**config.mk**
```make
export PLATFORM = sky130hd
export DESIGN_NAME = alu_ctrl
export DESIGN_NICKNAME = d
export VERILOG_FILES = /design/src/rtl/alu_pkg.sv /design/src/rtl/alu_mul_seq.sv /design/src/rtl/alu_ctrl.sv
export SDC_FILE = /design/constraint.sdc
export NUM_CORES = 1
export LEC_CHECK = 0
export ABC_AREA = 1
export BUFFER_PORTS_ARGS = -buffer_cell sky130_fd_sc_hd__buf_2
export CORE_MARGIN = 10
export CORE_UTILIZATION = 55
export DETAILED_ROUTE_END_ITERATION = 7
export PLACE_DENSITY = 0.73
export SLEW_MARGIN = 40
export SYNTH_ARGS = -nofsm -noshare
export SYNTH_HDL_FRONTEND = slang
export SYNTH_SLANG_ARGS = --single-unit
```
**constraint.sdc**
```tcl
create_clock -name clk -period 2.95 [get_ports clk]
set_clock_uncertainty 0.2 [all_clocks]
set_input_delay 0.1475 -clock clk [delete_from_list [all_inputs] [get_ports clk]]
set_output_delay 0.1475 -clock clk [all_outputs]
set_load 0.005 [all_outputs]
```
**src/rtl/alu_pkg.sv**
```systemverilog
// alu_pkg: shared opcode and FSM state types plus multiplier constants.
// Contents:
//   alu_op_t    - request opcodes; encodings 6 and 7 are illegal
//   alu_state_t - controller FSM states
//   MUL_STEPS   - number of shift-add iterations
//   CNT_W       - width of the multiplier iteration counter
package alu_pkg;
    typedef enum logic [2:0] {
        OP_PASS = 3'd0,
        OP_ADD  = 3'd1,
        OP_MUL  = 3'd2,
        OP_STC  = 3'd3,
        OP_CLC  = 3'd4,
        OP_ADC  = 3'd5
    } alu_op_t;
    typedef enum logic [1:0] {
        S_IDLE = 2'd0,
        S_EXEC = 2'd1,
        S_MUL  = 2'd2,
        S_RESP = 2'd3
    } alu_state_t;
    localparam int MUL_STEPS = 8;
    localparam int CNT_W     = $clog2(MUL_STEPS);
endpackage

```
**src/rtl/alu_mul_seq.sv**
```systemverilog
// alu_mul_seq: sequential unsigned shift-add multiplier, one multiplier bit per cycle.
// Ports:
//   clk, rst   - clock, synchronous active-high reset
//   i_start    - load operands and clear the accumulator
//   i_run      - perform one iteration this cycle
//   i_a, i_b   - H-bit multiplicand / multiplier
//   o_prod     - product including the current iteration (valid with o_done)
//   o_done     - high during the final iteration
module alu_mul_seq
    import alu_pkg::*;
#(
    parameter int H = 8
) (
    input  logic           clk,
    input  logic           rst,
    input  logic           i_start,
    input  logic           i_run,
    input  logic [H-1:0]   i_a,
    input  logic [H-1:0]   i_b,
    output logic [2*H-1:0] o_prod,
    output logic           o_done
);
    logic [2*H-1:0] r_acc;
    logic [2*H-1:0] r_mcand;
    logic [H-1:0]   r_mplier;
    logic [CNT_W-1:0] r_cnt;
    logic [2*H-1:0] w_acc_nxt;

    assign w_acc_nxt = r_acc + (r_mplier[0] ? r_mcand : '0);
    // Product is exposed combinationally so the controller can capture it on the final edge.
    assign o_prod    = w_acc_nxt;
    assign o_done    = i_run && (r_cnt == CNT_W'(MUL_STEPS - 1));

    always_ff @(posedge clk) begin
        if (rst) begin
            r_acc    <= '0;
            r_mcand  <= '0;
            r_mplier <= '0;
            r_cnt    <= '0;
        end else if (i_start) begin
            r_acc    <= '0;
            r_mcand  <= {{H{1'b0}}, i_a};
            r_mplier <= i_b;
            r_cnt    <= '0;
        end else if (i_run) begin
            r_acc    <= w_acc_nxt;
            r_mcand  <= r_mcand << 1;
            r_mplier <= r_mplier >> 1;
            r_cnt    <= r_cnt + 1'b1;
        end
    end
endmodule

```
**src/rtl/alu_ctrl.sv**
```systemverilog
// alu_ctrl: request/response ALU controller with carry flag and sequential multiplier.
// Ports:
//   clk, rst              - clock, synchronous active-high reset
//   req_valid/req_ready   - request handshake; req_op, req_a, req_b latched on it
//   rsp_valid/rsp_ready   - response handshake; rsp_data, rsp_err held until it
//   carry_flg             - architectural carry flag
//   busy                  - high whenever the FSM is not idle
module alu_ctrl
    import alu_pkg::*;
#(
    parameter int DATA_W = 16
) (
    input  logic              clk,
    input  logic              rst,
    input  logic              req_valid,
    output logic              req_ready,
    input  logic [2:0]        req_op,
    input  logic [DATA_W-1:0] req_a,
    input  logic [DATA_W-1:0] req_b,
    output logic              rsp_valid,
    input  logic              rsp_ready,
    output logic [DATA_W-1:0] rsp_data,
    output logic              rsp_err,
    output logic              carry_flg,
    output logic              busy
);
    localparam int H = DATA_W / 2;

    alu_state_t        r_state;
    logic [2:0]        r_op;
    logic [DATA_W-1:0] r_a;
    logic [DATA_W-1:0] r_b;
    logic [DATA_W-1:0] r_rsp_data;
    logic              r_rsp_err;
    logic              r_carry;

    logic              w_req_hs;
    logic              w_is_add;
    logic [DATA_W:0]   w_sum;
    logic [DATA_W-1:0] w_exec_data;
    logic              w_exec_carry;
    logic              w_exec_err;
    logic [DATA_W-1:0] w_prod;
    logic              w_mul_done;

    assign w_req_hs  = req_valid && req_ready;
    assign req_ready = (r_state == S_IDLE);
    assign busy      = (r_state != S_IDLE);
    assign rsp_valid = (r_state == S_RESP);
    // Response registers are cleared on every exit from RESP, so they read 0 while rsp_valid is low.
    assign rsp_data  = r_rsp_data;
    assign rsp_err   = r_rsp_err;
    assign carry_flg = r_carry;

    always_comb begin
        w_is_add     = (r_op == OP_ADD) || (r_op == OP_ADC);
        w_sum        = {1'b0, r_a} + {1'b0, r_b} + (DATA_W+1)'(r_op == OP_ADC && r_carry);
        w_exec_err   = (r_op > 3'd5);
        w_exec_data  = w_is_add ? w_sum[DATA_W-1:0] : (r_op == OP_PASS) ? r_a : '0;
        w_exec_carry = w_is_add ? w_sum[DATA_W] : (r_op == OP_STC) ? 1'b1 :
                       (r_op == OP_CLC) ? 1'b0 : r_carry;
    end

    alu_mul_seq #(.H(H)) u_mul (
        .clk     (clk),
        .rst     (rst),
        .i_start (w_req_hs && (req_op == OP_MUL)),
        .i_run   (r_state == S_MUL),
        .i_a     (req_a[H-1:0]),
        .i_b     (req_b[H-1:0]),
        .o_prod  (w_prod),
        .o_done  (w_mul_done)
    );

    always_ff @(posedge clk) begin
        if (rst) begin
            r_state    <= S_IDLE;
            r_op       <= '0;
            r_a        <= '0;
            r_b        <= '0;
            r_rsp_data <= '0;
            r_rsp_err  <= 1'b0;
            r_carry    <= 1'b0;
        end else begin
            case (r_state)
                S_IDLE: if (w_req_hs) begin
                    r_op    <= req_op;
                    r_a     <= req_a;
                    r_b     <= req_b;
                    r_state <= (req_op == OP_MUL) ? S_MUL : S_EXEC;
                end
                S_EXEC: begin
                    r_rsp_data <= w_exec_data;
                    r_rsp_err  <= w_exec_err;
                    r_carry    <= w_exec_carry;
                    r_state    <= S_RESP;
                end
                S_MUL: if (w_mul_done) begin
                    r_rsp_data <= w_prod;
                    r_rsp_err  <= 1'b0;
                    r_state    <= S_RESP;
                end
                default: if (rsp_ready) begin
                    r_rsp_data <= '0;
                    r_rsp_err  <= 1'b0;
                    r_state    <= S_IDLE;
                end
            endcase
        end
    end
endmodule
```
==> metrics.md, run 1 <==
| Metric | Value |
|---|---|
| Compound-gate portion of the synthesized area | a little under a fifth |
| Fraction of layout instances using a drive strength above 1 | 12.40% |
| Dpl hpwl | around 11 mm |
| Synth Area in Simple Gates | just under 30% |
| Setup Viol. Count Final | 0 |
| Crit path required time | a little over 3 ns |
| Status | finished, final reports clean |
| Most common cell after layout, fill and taps aside | nand2_1 |
| Area share of fa/ha/maj cells after synthesis | ~8.5% |
| Seq/Total Area, Yosys | approximately 33% |
| Mux share of post-synthesis cell area | 0% |
| H-tree Lvls | 3 |
| Top-Level Pins | 60 |
| XOR/XNOR Fraction of Synth Area | 1.027% |
| PD cells | 643.4 nW/um^2 |
| Row count | 37 |
| Max Cap Viol | 0 |
| Final Cycle Share | ~86% |
| First-pass GRT wire length | ~26 mm |
| Clock buffer depth | 2 |
| Post-route ant nets | 0 |
| Crit path kind | reg -> reg |
| Core Area | between 10000 and 15000 sq um |
| Port-buffer cells | around 60 |
| WL/cell | between 10 and 15 um |
| Nets@finish | approximately 1100 |
| Setup TNS | 0 ns |
| CP Capture Type | flop |
| Via density | 5.243 |
| Root Driver | clkbuf_8 |
| CTS resizes | 0 |
| Die footprint | around 15000 sq um |
| Post-synth top flop | dfxtp_1 |
| Largest net degree at the start of global routing | 46 |
| Worst hold path class | in -> reg |
| Min Tclk post-route | about 2.5 ns |
| Most frequent cells in the layout | nand2_1, inv_1, a21oi_1 |
| GRT Total Usage | between 10% and 20% |
| Avg Cell Area, Syn | roughly 6.6 sq um |
| Fmax | ~400 MHz |
| Switching power | approximately 0.0019 W |
| Largest family of logic cells by synthesized area | simple AND/OR/NAND/NOR gates |
| Sw Ratio | between 40% and 50% |
| Lkg Pwr | between 3 and 4 nW |
| Comb power frac | 42.4% |
| Syn Nets | between 900 and 1000 |
| Mapped cell area | between 5000 and 6000 sq um |
| Post-synth EDFFs | 0 |
| RSZ-0062 raised after global routing | false |
| Starting Density | a little under three fifths |
| Max Transition Viols Final | 0 |
| FILL cells | approximately 1000 |
| Total gr overflow | 0 |
| Routed wire length | 15.79 mm |
| Worst-Margin Slew | 0.5036 ns |
| Top fanout value on the critical path | 3 |
| Final hold vios | 0 |
| Vias in the first global route | ~5600 |
| Slew HR | 66.43% |
| CP Launch Type | flop |
| Async SR Flop Fraction | 0% |
| TritonCTS clock tree | done |
| DR pass1 iterations | 5 |
| Die W | approximately 120 um |
| Peak VDD IR | 613.4 uV |
| Synthesized flop and latch total | roughly 100 |
| Routability congestion estimate | 0.9762 |
| Synth unique cells | between 40 and 50 |
| Final hold slack | 0.08084 ns |
| Clk_lat worst skew | 0.38 ns |
| Worst Path Arrival | between 2 and 3 ns |
| Layout overhead on the synthesized area | 15.57% |
| TritonCTS Buffers | 9 |
| Die height | between 100 and 150 um |
| Drt first-iter violations | 440 |
| Reg clk slew, reported paths | about 0.1 ns |
| Seq pwr share | a little under two fifths |
| Clock tree sinks | 98 |
| Yosys warns | 0 |
| Ant diodes | 0 |
| Remaining DRCs | 0 |
| Initial antenna violation count | 0 |
| Via count | between 5000 and 6000 |
| Internal power | about 0.0025 W |
| Cell count after synthesis | about 910 |
| Clock power share | a little under a fifth |
layout make-up:
type / count / area (sq um) / share of cell area, %
Timing Repair Buffer: 106 / 738.2 / 10.70
Multi-Input combinational cell: 664 / 3402 / 49.29
Sequential cell: 98 / 1962 / 28.43
Tap cell: 136 / 170.2 / 2.466
Clock inverter: 5 / 37.54 / 0.5439
Clock buffer: 11 / 151.4 / 2.194
Inverter: 116 / 440.4 / 6.381
power by group through the flow:
stage                     logic [W]  registers, W  clock network, W
after floorplan             0.00145       0.00167                 0
after global placement      0.00181       0.00173                 0
after detailed placement    0.00183       0.00173                 0
after CTS                   0.00187       0.00170          0.000869
after global routing        0.00214       0.00173          0.000923
final                       0.00188       0.00170          0.000852
cells by family after synthesis:
family,count (synthesis)
simple gates,417
compound gates,201
buf+inv,149
flops,98
fa+ha+maj,39
xor+xnor,7
synthesized netlist by cell type (2+ instances only):
master | n | share of area (%)
o22ai_1 | 2 | 0.21
or2_2 | 3 | 0.31
nand2_2 | 11 | 1.2
xor2_1 | 3 | 0.44
fa_1 | 3 | 1.0
clkinv_1 | 2 | 0.13
o21ai_1 | 13 | 1.1
nand2_1 | 269 | 17
dfxtp_1 | 98 | 33
buf_2 | 14 | 1.2
nor2_1 | 67 | 4.2
inv_1 | 109 | 6.9
buf_1 | 2 | 0.13
ha_1 | 36 | 7.5
a21oi_1 | 109 | 9.1
nand4_1 | 5 | 0.52
buf_6 | 2 | 0.38
clkbuf_1 | 14 | 0.88
a21oi_2 | 12 | 1.8
nor3_1 | 5 | 0.42
nand3_1 | 48 | 4.0
inv_2 | 4 | 0.25
xnor2_1 | 4 | 0.59
or2_1 | 2 | 0.21
o21ai_0 | 52 | 4.4
nand3b_1 | 2 | 0.25
o21ai_2 | 2 | 0.29
a31oi_1 | 5 | 0.52
routing by layer:
| metal | wire, um | part of all wire, % | global-route usage [%] |
|---|---|---|---|
| met1 | 7522 | 48 | 25.94 |
| met2 | 7054 | 45 | 32.04 |
| met3 | 936 | 5.9 | 4.970 |
| met4 | 277 | 1.8 | 4.840 |
| met5 | 0 | 0 | 0 |
path summary, 6_finish.rpt:
path / start / to / slack, ns / cells past startpoint
max: r_op[1] / rsp_data[12] / 0.41 / 18
min: rst / rsp_data[8] / 0.08 / 3
max reg2reg: r_op[1] / rsp_data[12] / 0.41 / 18
min reg2reg: rsp_data[5] / rsp_data[5] / 0.27 / 2
metrics by stage:
step | cell area [sq um] | total power (W) | setup slack [ns] | std cells | utilization, %
4_1_cts | 6902 | 0.004445 | 0.4027 | 1136 | 65.97
3_5_place_dp | 6352 | 0.003561 | 0.4357 | 1084 | 60.72
3_3_place_gp | 6352 | 0.003539 | 0.4637 | 1084 | 60.72
6_report | 6902 | 0.004441 | 0.4104 | 1136 | 65.97
2_1_floorplan | 5972 | 0.003118 | 0.3829 | 911 | -
5_1_grt | 6902 | 0.004790 | 0.1628 | 1136 | 65.97
flip-flops by register name, indices dropped and copies added, names as in the netlist:
| register | count |
|---|---|
| r_a | 16 |
| r_b | 16 |
| rsp_data | 16 |
| u_mul.r_acc | 16 |
| u_mul.r_mcand | 16 |
| u_mul.r_mplier | 8 |
| r_op | 3 |
| u_mul.r_cnt | 3 |
| r_state | 2 |
| carry_flg | 1 |
| rsp_err | 1 |
what timing repair did:
item | 4_1_cts | 5_1_grt
buffers inserted | 0 | 0
endpoints found under the hold margin | 52 | 0
setup endpoints to repair | 0 | 0
hold buffers | 36 | 0
worst max-delay path, cell delays in order (launching register included):
cell and delay [ns]:
dfxtp_1 0.34, inv_1 0.09, nand2_1 0.07, inv_1 0.07, nand3_1 0.09, fa_1 0.37
inv_1 0.09, fa_1 0.18, nand2_1 0.06, nand2_1 0.08, and2_1 0.21, nand3_1 0.12
nand3_1 0.10, nand2_1 0.05, nand3_1 0.06, nand2_1 0.06, nand2_1 0.07, nand2_2 0.05
a21oi_2 0.11
Power figures use the tool's default switching activity.
==> run 2: changes to the inputs <==
- CORE_MARGIN: 10 -> 2
- HOLD_SLACK_MARGIN: not set -> 0.1
- PLACE_DENSITY: 0.73 -> 0.75
==> metrics.md, run 2 (same netlist as run 1, synthesis figures left out) <==
| Metric | Value |
|---|---|
| Remaining DRCs | 0 (unchanged) |
| Dpl ws | 0.5273 ns (+0.09163 ns) |
| Finished Layout Cells | 1142 (+0.53%) |
| Clock tree sinks | 98 (unchanged) |
| Drt first-iter violations | 325 (-26%) |
| TritonCTS clock tree | done |
| Vias in the first global route | 5554 (-0.018%) |
| CTS resizes | 0 (unchanged) |
| Worst Path Arrival | 2.83 ns (+0.17 ns) |
| Min Tclk post-route | 2.698 ns (+0.1581 ns) |
| Crit path required time | 3.08 ns (about the same) |
| Clock buffer depth | 2 (unchanged) |
| Reg clk slew, reported paths | 0.10 ns (about the same) |
| Via count | 5906 (-0.84%) |
| Crit path kind | reg -> reg |
| Initial antenna violation count | 0 (unchanged) |
| Worst-Margin Slew | 0.5177 ns (+0.01414 ns) |
| Overall power | 0.004528 W (+2.0%) |
| Most common cell after layout, fill and taps aside | nand2_1 |
| Top fanout value on the critical path | 21 (+18) |
| Dpl hpwl | 11.12 mm (-3.1%) |
| Nets@finish | 1076 (+0.28%) |
| Via density | 5.172 (-1.4%) |
| Peak VDD IR | 548.9 uV (-11%) |
| Starting Density | 55.82% (-1.3 points) |
| Ant diodes | 0 (unchanged) |
| Fraction of layout instances using a drive strength above 1 | 12.38% (-0.025 points) |
| Worst hold path class | reg -> reg |
| Hold path start | rsp_err |
| Top-Level Pins | 60 (unchanged) |
| Lkg Pwr | 3.426 nW (+0.78%) |
| Area after DPL | 6359 sq um (about the same) |
| Clk_lat worst skew | 0.39 ns (about the same) |
| DR pass1 iterations | 6 (+1) |
| Core Area | 10700 sq um (+2.2%) |
| Die height | 108.2 um (-13%) |
| Critical path startpoint | r_state[0] |
| Fmax | 370.7 MHz (-5.9%) |
| PD cells | 651.4 nW/um^2 (+1.2%) |
| Max Cap Viol | 0 (unchanged) |
| Largest net degree at the start of global routing | 46 (unchanged) |
| Setup TNS | 0 ns (unchanged) |
| Post-route ant nets | 0 (unchanged) |
| Most frequent cells in the layout | nand2_1, inv_1, a21oi_1 |
| Layout overhead on the synthesized area | 16.40% |
| Root Driver | clkbuf_8 |
| Routability congestion estimate | 0.9312 (-4.6%) |
| TritonCTS Buffers | 9 (unchanged) |
| Routed wire length | 15.69 mm (-0.66%) |
| Die W | 108.2 um (-13%) |
| CP Capture Type | flop |
| Port-buffer cells | 59 (unchanged) |
| FF-to-FF Start | r_state[0] |
| H-tree Lvls | 3 (unchanged) |
| FILL cells | 1005 (+0.60%) |
| Max Transition Viols Final | 0 (unchanged) |
| Placed Cells | 1088 (+0.37%) |
| Row count | 38 (+2.7%) |
| Post-route cell area | 6952 sq um (+0.73%) |
| Die footprint | 11710 sq um (-24%) |
| GRT Total Usage | 28.13% (+8.2 points) |
| Setup Viol. Count Final | 0 (unchanged) |
| Slew HR | 65.49% (-0.94 points) |
| WL/cell | 13.74 um (-1.2%) |
| Status | finished, final reports clean |
| Setup ws final | 0.2523 ns (-0.1581 ns) |
| Final Cycle Share | 91.45% (+5.4 points) |
| Final hold vios | 0 (unchanged) |
| RSZ-0062 raised after global routing | false |
| CP Launch Type | flop |
| Total gr overflow | 0 (unchanged) |
| First-pass GRT wire length | 25.87 mm (-2.0%) |
## run 2: cell count changes in the layout (fill, tap and decap cells not counted)
cell / delta
bufinv_16: +1
inv_6: -1
clkinvlp_4: -1
clkinv_1: -1
clkinv_2: +1
dlygate4sd3_1: +3
## run 2: final timing paths
path                                          end  slack [ns]  depth (start not counted)
worst min register to register            rsp_err        0.27                          2
worst min-delay path                      rsp_err        0.27                          2
worst max register to register  u_mul.r_mplier[7]        0.25                         11
worst max-delay path            u_mul.r_mplier[7]        0.25                         11
## run 2: critical path, stage by stage, from the launching register on
cell	delay (ns)
dfxtp_1	0.42
inv_2	0.11
ha_1	0.27
nand2_1	0.12
inv_1	0.07
nand2_2	0.21
nand2_1	0.08
buf_4	0.21
inv_1	0.19
nand2_1	0.08
a21oi_1	0.13
dlygate4sd3_1	0.57
## run 2: what timing repair did
action | 4_1_cts | 5_1_grt
setup buffers | 0 | 0
hold endpoints to repair | 64 | 0
hold buffers | 39 | 0
setup endpoints to repair | 0 | 0
## run 2: routing by layer
layer / vias up / GRT usage (%) / share of wire, %
li1: 3107 / - / -
met1: 2589 / 36.61 / 46
met2: 177 / 47.08 / 46
met3: 33 / 3.496 / 5.4
met4: 0 / 11.90 / 2.8
met5: - / 0 / 0
## run 2: final cells by class
type	instances	area, sq um	share of cell area, %
clock buffers	11	151.4	2.178
flip-flops and latches	98	1962	28.22
well taps	140	175.2	2.520
clock inverters	4	51.30	0.7379
multi-input cells	664	3402	48.94
inverters	116	441.7	6.353
repair buffers	109	768.2	11.05
## run 2: power by group
group / total [W] / switching, W / internal, W
Sequential: 0.00170 / 0.000160 / 0.00154
Combinational: 0.00191 / 0.00128 / 0.000636
Clock: 0.000918 / 0.000484 / 0.000434
Total: 0.00453 / 0.00192 / 0.00261
## run 2: metrics by stage
step | util [%] | hold slack, ns
global route | 64.98 | 0.2773
detailed placement | 59.44 | 0.2045
floorplan | - | 0.09104
CTS | 64.98 | 0.2669
global placement | 59.43 | 0.1963
finish | 64.98 | 0.2662
